**config.mk**
```make
export PLATFORM = sky130hd
export DESIGN_NAME = snn_inference_ctrl_flat
export DESIGN_NICKNAME = d
export VERILOG_FILES = /design/src/rtl/snn_pkg.sv /design/src/rtl/snn_inference_ctrl_if.sv /design/src/rtl/snn_argmax.sv /design/src/rtl/snn_inference_ctrl.sv /design/src/flat_wrapper.sv
export SDC_FILE = /design/constraint.sdc
export NUM_CORES = 1
export LEC_CHECK = 0
export BUFFER_PORTS_ARGS = -buffer_cell sky130_fd_sc_hd__buf_4
export CORE_ASPECT_RATIO = 0.6
export CORE_MARGIN = 10
export CORE_UTILIZATION = 62
export CTS_CLUSTER_SIZE = 30
export DETAILED_ROUTE_END_ITERATION = 12
export GPL_TIMING_DRIVEN = 1
export PLACE_DENSITY = 0.85
export SETUP_SLACK_MARGIN = 0.05
export SYNTH_ARGS = -nofsm -noshare
export SYNTH_HDL_FRONTEND = slang
export SYNTH_HIERARCHICAL = 1
export SYNTH_SLANG_ARGS = --single-unit
```
**constraint.sdc**
```tcl
create_clock -name clk -period 5.4 [get_ports clk]
set_clock_uncertainty 0.05 [all_clocks]
set_input_delay 0.54 -clock clk [delete_from_list [all_inputs] [get_ports clk]]
set_output_delay 0.54 -clock clk [all_outputs]
set_load 0.01 [all_outputs]
```
**src/rtl/snn_pkg.sv**
```systemverilog
// Shared types and helpers for the SNN inference controller: FSM state encoding,
// default widths, and the saturating counter increment.
package snn_pkg;

    typedef enum logic [2:0] {
        ST_IDLE   = 3'd0,
        ST_CLEAR  = 3'd1,
        ST_RUN    = 3'd2,
        ST_DECIDE = 3'd3,
        ST_DONE   = 3'd4
    } snn_state_e;

    localparam int SNN_NUM_OUT = 2;
    localparam int SNN_IN_W    = 8;
    localparam int SNN_CNT_W   = 8;
    localparam int SNN_STEP_W  = 8;

    // Increment v, clamping at 2^w-1 so a counter of width w never wraps.
    function automatic logic [31:0] sat_inc(input logic [31:0] v, input int unsigned w);
        logic [31:0] lim;
        if (w >= 32'd32) begin
            lim = 32'hFFFF_FFFF;
        end else begin
            lim = (32'd1 << w) - 32'd1;
        end
        if (v >= lim) begin
            return lim;
        end else begin
            return v + 32'd1;
        end
    endfunction

endpackage

```
**src/rtl/snn_inference_ctrl_if.sv**
```systemverilog
// Host/core-facing signal bundle of the inference controller. The master side is the
// host plus SNN core; the slave side is the controller itself.
interface snn_inference_ctrl_if #(
    parameter int NUM_OUT = 2,
    parameter int IN_W    = 8,
    parameter int CNT_W   = 8,
    parameter int STEP_W  = 8
);
    localparam int WIN_W = (NUM_OUT > 1) ? $clog2(NUM_OUT) : 1;

    logic               start;
    logic               abort;
    logic [IN_W-1:0]    input_value;
    logic [STEP_W-1:0]  num_steps;
    logic [NUM_OUT-1:0] snn_spikes;
    logic               snn_clear;
    logic [IN_W-1:0]    snn_input;
    logic               busy;
    logic               done;
    logic [WIN_W-1:0]   winner;
    logic [CNT_W-1:0]   max_count;
    logic               tie;

    modport master (
        output start, abort, input_value, num_steps, snn_spikes,
        input  snn_clear, snn_input, busy, done, winner, max_count, tie
    );

    modport slave (
        input  start, abort, input_value, num_steps, snn_spikes,
        output snn_clear, snn_input, busy, done, winner, max_count, tie
    );
endinterface

```
**src/rtl/snn_argmax.sv**
```systemverilog
// Combinational argmax over the per-class spike counters; equal counts resolve to the
// lowest index, and tie flags any other class matching the maximum.
module snn_argmax #(
    parameter int NUM_OUT = 2,
    parameter int CNT_W   = 8,
    parameter int WIN_W   = 1
) (
    input  logic [NUM_OUT-1:0][CNT_W-1:0] counts_i,
    output logic [WIN_W-1:0]              winner_o,
    output logic [CNT_W-1:0]              max_o,
    output logic                          tie_o
);

    // Strict greater-than keeps the earliest index on equal counts.
    always_comb begin
        winner_o = {WIN_W{1'b0}};
        max_o    = counts_i[0];
        tie_o    = 1'b0;
        for (int i = 1; i < NUM_OUT; i++) begin
            if (counts_i[i] > max_o) begin
                max_o    = counts_i[i];
                winner_o = WIN_W'(i);
            end else begin
                max_o    = max_o;
            end
        end
        for (int i = 0; i < NUM_OUT; i++) begin
            if ((WIN_W'(i) != winner_o) && (counts_i[i] == max_o)) begin
                tie_o = 1'b1;
            end else begin
                tie_o = tie_o;
            end
        end
    end

endmodule

```
**src/rtl/snn_inference_ctrl.sv**
```systemverilog
// Sequences one SNN inference: clear the core, run a fixed number of time steps while
// counting output spikes per class, then publish the winning class with a done pulse.
module snn_inference_ctrl
    import snn_pkg::*;
#(
    parameter int NUM_OUT      = SNN_NUM_OUT,
    parameter int IN_W         = SNN_IN_W,
    parameter int CNT_W        = SNN_CNT_W,
    parameter int STEP_W       = SNN_STEP_W,
    parameter int CLEAR_CYCLES = 2
) (
    input  logic                 clk,
    input  logic                 rst_n,
    snn_inference_ctrl_if.slave  ctrl_if
);

    localparam int WIN_W = (NUM_OUT > 1) ? $clog2(NUM_OUT) : 1;
    localparam int CLR_W = (CLEAR_CYCLES > 1) ? $clog2(CLEAR_CYCLES) : 1;

    snn_state_e                   state_q, state_d;
    logic [CLR_W-1:0]             clr_cnt_q, clr_cnt_d;
    logic [STEP_W-1:0]            step_q, step_d;
    logic [IN_W-1:0]              input_q, input_d;
    logic [NUM_OUT-1:0][CNT_W-1:0] cnt_q, cnt_d;
    logic [WIN_W-1:0]             winner_q, winner_d;
    logic [CNT_W-1:0]             max_q, max_d;
    logic                         tie_q, tie_d;
    logic                         snn_clear_q, snn_clear_d;
    logic                         busy_q, busy_d;
    logic                         done_q, done_d;

    logic [WIN_W-1:0]             am_winner_s;
    logic [CNT_W-1:0]             am_max_s;
    logic                         am_tie_s;
    logic                         accept_s;
    logic                         abort_s;

    assign accept_s = (state_q == ST_IDLE) && ctrl_if.start;
    assign abort_s  = (state_q != ST_IDLE) && ctrl_if.abort;

    snn_argmax #(
        .NUM_OUT (NUM_OUT),
        .CNT_W   (CNT_W),
        .WIN_W   (WIN_W)
    ) u_argmax (
        .counts_i (cnt_q),
        .winner_o (am_winner_s),
        .max_o    (am_max_s),
        .tie_o    (am_tie_s)
    );

    // State, datapath and registered outputs.
    always_ff @(posedge clk or negedge rst_n) begin
        if (!rst_n) begin
            state_q     <= ST_IDLE;
            clr_cnt_q   <= {CLR_W{1'b0}};
            step_q      <= {STEP_W{1'b0}};
            input_q     <= {IN_W{1'b0}};
            cnt_q       <= {(NUM_OUT*CNT_W){1'b0}};
            winner_q    <= {WIN_W{1'b0}};
            max_q       <= {CNT_W{1'b0}};
            tie_q       <= 1'b0;
            snn_clear_q <= 1'b1;
            busy_q      <= 1'b0;
            done_q      <= 1'b0;
        end else begin
            state_q     <= state_d;
            clr_cnt_q   <= clr_cnt_d;
            step_q      <= step_d;
            input_q     <= input_d;
            cnt_q       <= cnt_d;
            winner_q    <= winner_d;
            max_q       <= max_d;
            tie_q       <= tie_d;
            snn_clear_q <= snn_clear_d;
            busy_q      <= busy_d;
            done_q      <= done_d;
        end
    end

    // Next-state selection; abort overrides every other transition outside IDLE.
    always_comb begin
        state_d = state_q;
        case (state_q)
            ST_IDLE: begin
                if (ctrl_if.start) begin
                    state_d = ST_CLEAR;
                end else begin
                    state_d = ST_IDLE;
                end
            end
            ST_CLEAR: begin
                if (clr_cnt_q != {CLR_W{1'b0}}) begin
                    state_d = ST_CLEAR;
                end else if (step_q == {STEP_W{1'b0}}) begin
                    state_d = ST_DECIDE;
                end else begin
                    state_d = ST_RUN;
                end
            end
            ST_RUN: begin
                if (step_q <= STEP_W'(1)) begin
                    state_d = ST_DECIDE;
                end else begin
                    state_d = ST_RUN;
                end
            end
            ST_DECIDE: state_d = ST_DONE;
            ST_DONE:   state_d = ST_IDLE;
            default:   state_d = ST_IDLE;
        endcase
        if (abort_s) begin
            state_d = ST_IDLE;
        end else begin
            state_d = state_d;
        end
    end

    // Counters, latched operands and result capture.
    always_comb begin
        clr_cnt_d = clr_cnt_q;
        step_d    = step_q;
        input_d   = input_q;
        cnt_d     = cnt_q;
        winner_d  = winner_q;
        max_d     = max_q;
        tie_d     = tie_q;
        case (state_q)
            ST_IDLE: begin
                if (accept_s) begin
                    clr_cnt_d = CLR_W'(CLEAR_CYCLES - 1);
                    step_d    = ctrl_if.num_steps;
                    input_d   = ctrl_if.input_value;
                    cnt_d     = {(NUM_OUT*CNT_W){1'b0}};
                end else begin
                    cnt_d     = cnt_q;
                end
            end
            ST_CLEAR: begin
                if (clr_cnt_q != {CLR_W{1'b0}}) begin
                    clr_cnt_d = clr_cnt_q - CLR_W'(1);
                end else begin
                    clr_cnt_d = clr_cnt_q;
                end
            end
            ST_RUN: begin
                step_d = step_q - STEP_W'(1);
                for (int i = 0; i < NUM_OUT; i++) begin
                    if (ctrl_if.snn_spikes[i]) begin
                        cnt_d[i] = CNT_W'(sat_inc(32'(cnt_q[i]), CNT_W));
                    end else begin
                        cnt_d[i] = cnt_q[i];
                    end
                end
            end
            ST_DECIDE: begin
                if (!abort_s) begin
                    winner_d = am_winner_s;
                    max_d    = am_max_s;
                    tie_d    = am_tie_s;
                end else begin
                    winner_d = winner_q;
                end
            end
            ST_DONE: step_d = step_q;
            default: step_d = step_q;
        endcase
    end

    // Outputs are derived from the next state so they register in step with it.
    always_comb begin
        snn_clear_d = (state_d != ST_RUN);
        busy_d      = (state_d != ST_IDLE);
        done_d      = (state_d == ST_DONE);
    end

    assign ctrl_if.snn_clear = snn_clear_q;
    assign ctrl_if.snn_input = input_q;
    assign ctrl_if.busy      = busy_q;
    assign ctrl_if.done      = done_q;
    assign ctrl_if.winner    = winner_q;
    assign ctrl_if.max_count = max_q;
    assign ctrl_if.tie       = tie_q;

endmodule

```
**src/flat_wrapper.sv**
```systemverilog
// flat-port wrapper written by rule: the top's interface ports become plain ports
module snn_inference_ctrl_flat import snn_pkg::*;
#(
    parameter int NUM_OUT      = SNN_NUM_OUT,
    parameter int IN_W         = SNN_IN_W,
    parameter int CNT_W        = SNN_CNT_W,
    parameter int STEP_W       = SNN_STEP_W,
    parameter int CLEAR_CYCLES = 2
)
  (clk, rst_n, ctrl_if_start, ctrl_if_abort, ctrl_if_input_value, ctrl_if_num_steps, ctrl_if_snn_spikes, ctrl_if_snn_clear, ctrl_if_snn_input, ctrl_if_busy, ctrl_if_done, ctrl_if_winner, ctrl_if_max_count, ctrl_if_tie);
  snn_inference_ctrl_if #(.NUM_OUT(NUM_OUT), .IN_W(IN_W), .CNT_W(CNT_W), .STEP_W(STEP_W)) ctrl_if_i ();
  input  logic clk;
  input  logic rst_n;
  input wire logic [$bits(ctrl_if_i.start)-1:0] ctrl_if_start;
  input wire logic [$bits(ctrl_if_i.abort)-1:0] ctrl_if_abort;
  input wire logic [$bits(ctrl_if_i.input_value)-1:0] ctrl_if_input_value;
  input wire logic [$bits(ctrl_if_i.num_steps)-1:0] ctrl_if_num_steps;
  input wire logic [$bits(ctrl_if_i.snn_spikes)-1:0] ctrl_if_snn_spikes;
  output wire logic [$bits(ctrl_if_i.snn_clear)-1:0] ctrl_if_snn_clear;
  output wire logic [$bits(ctrl_if_i.snn_input)-1:0] ctrl_if_snn_input;
  output wire logic [$bits(ctrl_if_i.busy)-1:0] ctrl_if_busy;
  output wire logic [$bits(ctrl_if_i.done)-1:0] ctrl_if_done;
  output wire logic [$bits(ctrl_if_i.winner)-1:0] ctrl_if_winner;
  output wire logic [$bits(ctrl_if_i.max_count)-1:0] ctrl_if_max_count;
  output wire logic [$bits(ctrl_if_i.tie)-1:0] ctrl_if_tie;
  assign ctrl_if_i.start = ctrl_if_start;
  assign ctrl_if_i.abort = ctrl_if_abort;
  assign ctrl_if_i.input_value = ctrl_if_input_value;
  assign ctrl_if_i.num_steps = ctrl_if_num_steps;
  assign ctrl_if_i.snn_spikes = ctrl_if_snn_spikes;
  assign ctrl_if_snn_clear = ctrl_if_i.snn_clear;
  assign ctrl_if_snn_input = ctrl_if_i.snn_input;
  assign ctrl_if_busy = ctrl_if_i.busy;
  assign ctrl_if_done = ctrl_if_i.done;
  assign ctrl_if_winner = ctrl_if_i.winner;
  assign ctrl_if_max_count = ctrl_if_i.max_count;
  assign ctrl_if_tie = ctrl_if_i.tie;
  snn_inference_ctrl #(.NUM_OUT(NUM_OUT), .IN_W(IN_W), .CNT_W(CNT_W), .STEP_W(STEP_W), .CLEAR_CYCLES(CLEAR_CYCLES)) u_core (.clk(clk), .rst_n(rst_n), .ctrl_if(ctrl_if_i));
endmodule
```
==> results_dict.tcl <==
set metrics [dict create \
    outcome "complete, no violations" \
    cts.reportedPaths.clkPinSlew_ns 0.09 \
    multi_input_area_mm2 0.00167 \
    finalCriticalPeriod_ns 2.48 \
    seq_power_share 0.335 \
    cp_data_required_time_ns 5.54 \
    power.net_switching_w 0.000825 \
    grt_pass1_vias 2532 \
    antennaDiodeCount 0 \
    dr.first_iter.drc_count 130 \
    power.leakage_nw 1.54 \
    grt_pass1_wl_um 12700 \
    hold_viol_final 0 \
    synth_edf_count 0 \
    gr-total-overflow 0 \
    drv_slew 0 \
    viasPerCell 6.32 \
    synth_area_mm2 0.00301 \
    cts_tree "yes" \
    drv_cap 0 \
    reg2regPathDepth 7 \
    power_density_mw_per_mm2 542 \
    reg2reg_to "u_core/ctrl_if.max_count[5]" \
    place_ws_ns 2.96 \
    cts_root_buffer "clkbuf_8" \
    rsz0062_at_grt "false" \
    ctsLongestPathBuffers 2 \
    num_io_pins 43 \
    crit_type "reg2reg" \
    finalNetCount 383 \
    syn_nets 343 \
    post-cts-setup-buffer-count 0 \
    die_h_um 73.9 \
    seqCellArea_mm2 0.00123 \
    fin_crit_sh 0.460 \
    worstSetupStartpoint "u_core/cnt_q[5]" \
    p_comb_frac 0.525 \
    setup-violations-final 0 \
    synth_area_per_cell_um2 9.73 \
    postPlaceCellArea_mm2 0.00336 \
    initial_core_util 0.648 \
    grt_start_max_net_pins 50 \
    synthArstFlopShare 1.00 \
    vias 2609 \
    fillCellCount 333 \
    ys_ff_latch 49 \
    hpwl_um 5590 \
    fin_util 0.750 \
    ant_nets 0 \
    synth_seq_area_share 0.408 \
    synth.distinct_cells 65 \
    crit_arrival_ns 2.62 \
    finalWorstSetupSlack_ns 2.92 \
    start_kind "register" \
    wl_per_cell_um 18.7 \
    syn_inst 309 \
    dieArea_mm2 0.00812 \
    die_w_um 110 \
    clkPwrFrac 0.141 \
    cts_resized 0 \
    syn_to_final_growth_pct 15.7 \
    ys.flop_type "dfrtp_1" \
    place_congestion 0.915 \
    drive_gt1_frac 0.234 \
    design_area_mm2 0.00348 \
    slew_headroom 0.586 \
    clock_latency_ns 0.30 \
    p_sw_frac 0.438 \
    first_pass_iters 5 \
    fmax_ghz 0.403 \
    drc 0 \
    hold_buffers 0 \
    grt.total_usage 0.192 \
    port_buffers 42 \
    finalSetupTns_ns 0 \
    power.internal_w 0.00106 \
    antenna_found_initial 0 \
    cts.sinks 49 \
    whs_ns 0.187 \
    routed_wl_um 7730 \
    crit_path_end_kind "register" \
    yosys_warnings 6 \
    cts_buffers 5 \
    core_area_mm2 0.00464 \
    reg2reg_from "u_core/cnt_q[5]" \
    hp-class "in2async" \
    tightest_slew_ns 0.619 \
    ir_drop_uv 377 \
    rrSetupSlack_ns 2.92 \
    worst-path-max-fanout 9 \
    cp-endpoint "u_core/ctrl_if.max_count[5]" \
    h-tree-depth 2 \
    row_count 19 \
]
==> cells by family (layout without fill, tap and decap cells) <==
logic type,count (synthesis),after routing,synth area share
multiplexers,13,13,0.0475
AND/OR/NAND/NOR,139,139,0.251
flip-flops,49,49,0.408
adder cells (fa/ha/maj),12,12,0.0500
XOR/XNOR,8,8,0.0233
buffers and inverters,26,67,0.0395
AO/OA/AOI/OAI,62,62,0.180
==> power by group through the flow <==
| stage | sequential (W) | clock (W) | combinational [W] |
|---|---|---|---|
| floorplan | 0.000611 | 0 | 0.000691 |
| global placement | 0.000626 | 0 | 0.000927 |
| detailed placement | 0.000631 | 0 | 0.000970 |
| CTS | 0.000627 | 0.000271 | 0.000973 |
| global route | 0.000650 | 0.000287 | 0.00107 |
| finish | 0.000630 | 0.000265 | 0.000987 |
==> flip-flops by register name, summed over array words and instances (netlist names), 3 cells and up <==
register                  cells
u_core/cnt_q                 16
u_core/ctrl_if.max_count      8
u_core/ctrl_if.snn_input      8
u_core/state_q                3
u_core/step_q                 8
==> cells in the final DEF, fill, tap and decap left out, types with 4 or more instances in the layout <==
cell type and count:
o21ai_1 4, inv_1 15, nand2_1 39, nor3_1 26
nand3_1 12, mux2_1 6, o21ai_0 4, ha_1 12
mux2_2 4, xnor2_1 8, nand4_1 10, clkbuf_8 5
a2111oi_2 7, a21oi_1 12, dfrtp_1 48, nor2_1 29
buf_4 44
==> layer usage <==
| layer | up-vias | GRT usage | share of wire |
|---|---|---|---|
| met5 | - | 0 | 0 |
| met4 | 0 | 0.0345 | 0.0063 |
| met3 | 8 | 0.0647 | 0.10 |
| met2 | 141 | 0.276 | 0.42 |
| met1 | 1238 | 0.275 | 0.47 |
| li1 | 1222 | - | - |
==> worst min path at each step <==
stage | startpoint | endpoint | slack (ns) | cells after the start
global placement | u_core/ctrl_if.snn_input[2] | u_core/ctrl_if.snn_input[2] | 0.41 | 2
global route | rst_n | u_core/cnt_q[13] | 0.23 | 1
finish | rst_n | u_core/cnt_q[13] | 0.19 | 1
detailed placement | u_core/ctrl_if.snn_input[3] | u_core/ctrl_if.snn_input[3] | 0.42 | 2
CTS | rst_n | u_core/cnt_q[12] | 0.21 | 1
floorplan | rst_n | u_core/clr_cnt_q | 0.19 | 0
==> worst max-delay path: stages, from the launching register on <==
cell,delay [ns]
dfrtp_1,0.50
inv_1,0.12
ha_1,0.33
a211o_1,0.35
a21oi_4,0.28
a31o_4,0.32
a2111oi_2,0.09
mux2_1,0.32
==> stage by stage <==
| step | cells | total power, W |
|---|---|---|
| global placement | 405 | 0.00155 |
| finish | 413 | 0.00188 |
| floorplan | 309 | 0.00130 |
| global route | 413 | 0.00201 |
| CTS | 413 | 0.00187 |
| detailed placement | 405 | 0.00160 |
==> final cells by class <==
type                            count  share of cell area
Clock buffer                        5              0.0198
Clock inverter                      3              0.0133
Inverter                           15              0.0162
Multi-Input combinational cell    234               0.480
Sequential cell                    49               0.353
Tap cell                           63              0.0227
Timing Repair Buffer               44              0.0950
==> cell usage after synthesis (all sizes together) (3+ instances only) <==
| cell type | number | area [um2] |
|---|---|---|
| mux2 | 10 | 113 |
| a2111oi | 8 | 133 |
| inv | 15 | 56.3 |
| nand3 | 13 | 70.1 |
| nand4 | 10 | 62.6 |
| nand2 | 39 | 146 |
| o21ai | 8 | 40.0 |
| dfrtp | 48 | 1200 |
| a22oi | 3 | 22.5 |
| ha | 12 | 150 |
| o211ai | 4 | 40.0 |
| a21oi | 13 | 76.3 |
| a211oi | 4 | 35.0 |
| xnor2 | 8 | 70.1 |
| mux2i | 3 | 30.0 |
| nor2 | 29 | 109 |
| o21a | 4 | 31.3 |
| nor3 | 26 | 130 |
| buf | 9 | 55.0 |
| and3 | 3 | 23.8 |
Power figures use the tool's default switching activity.
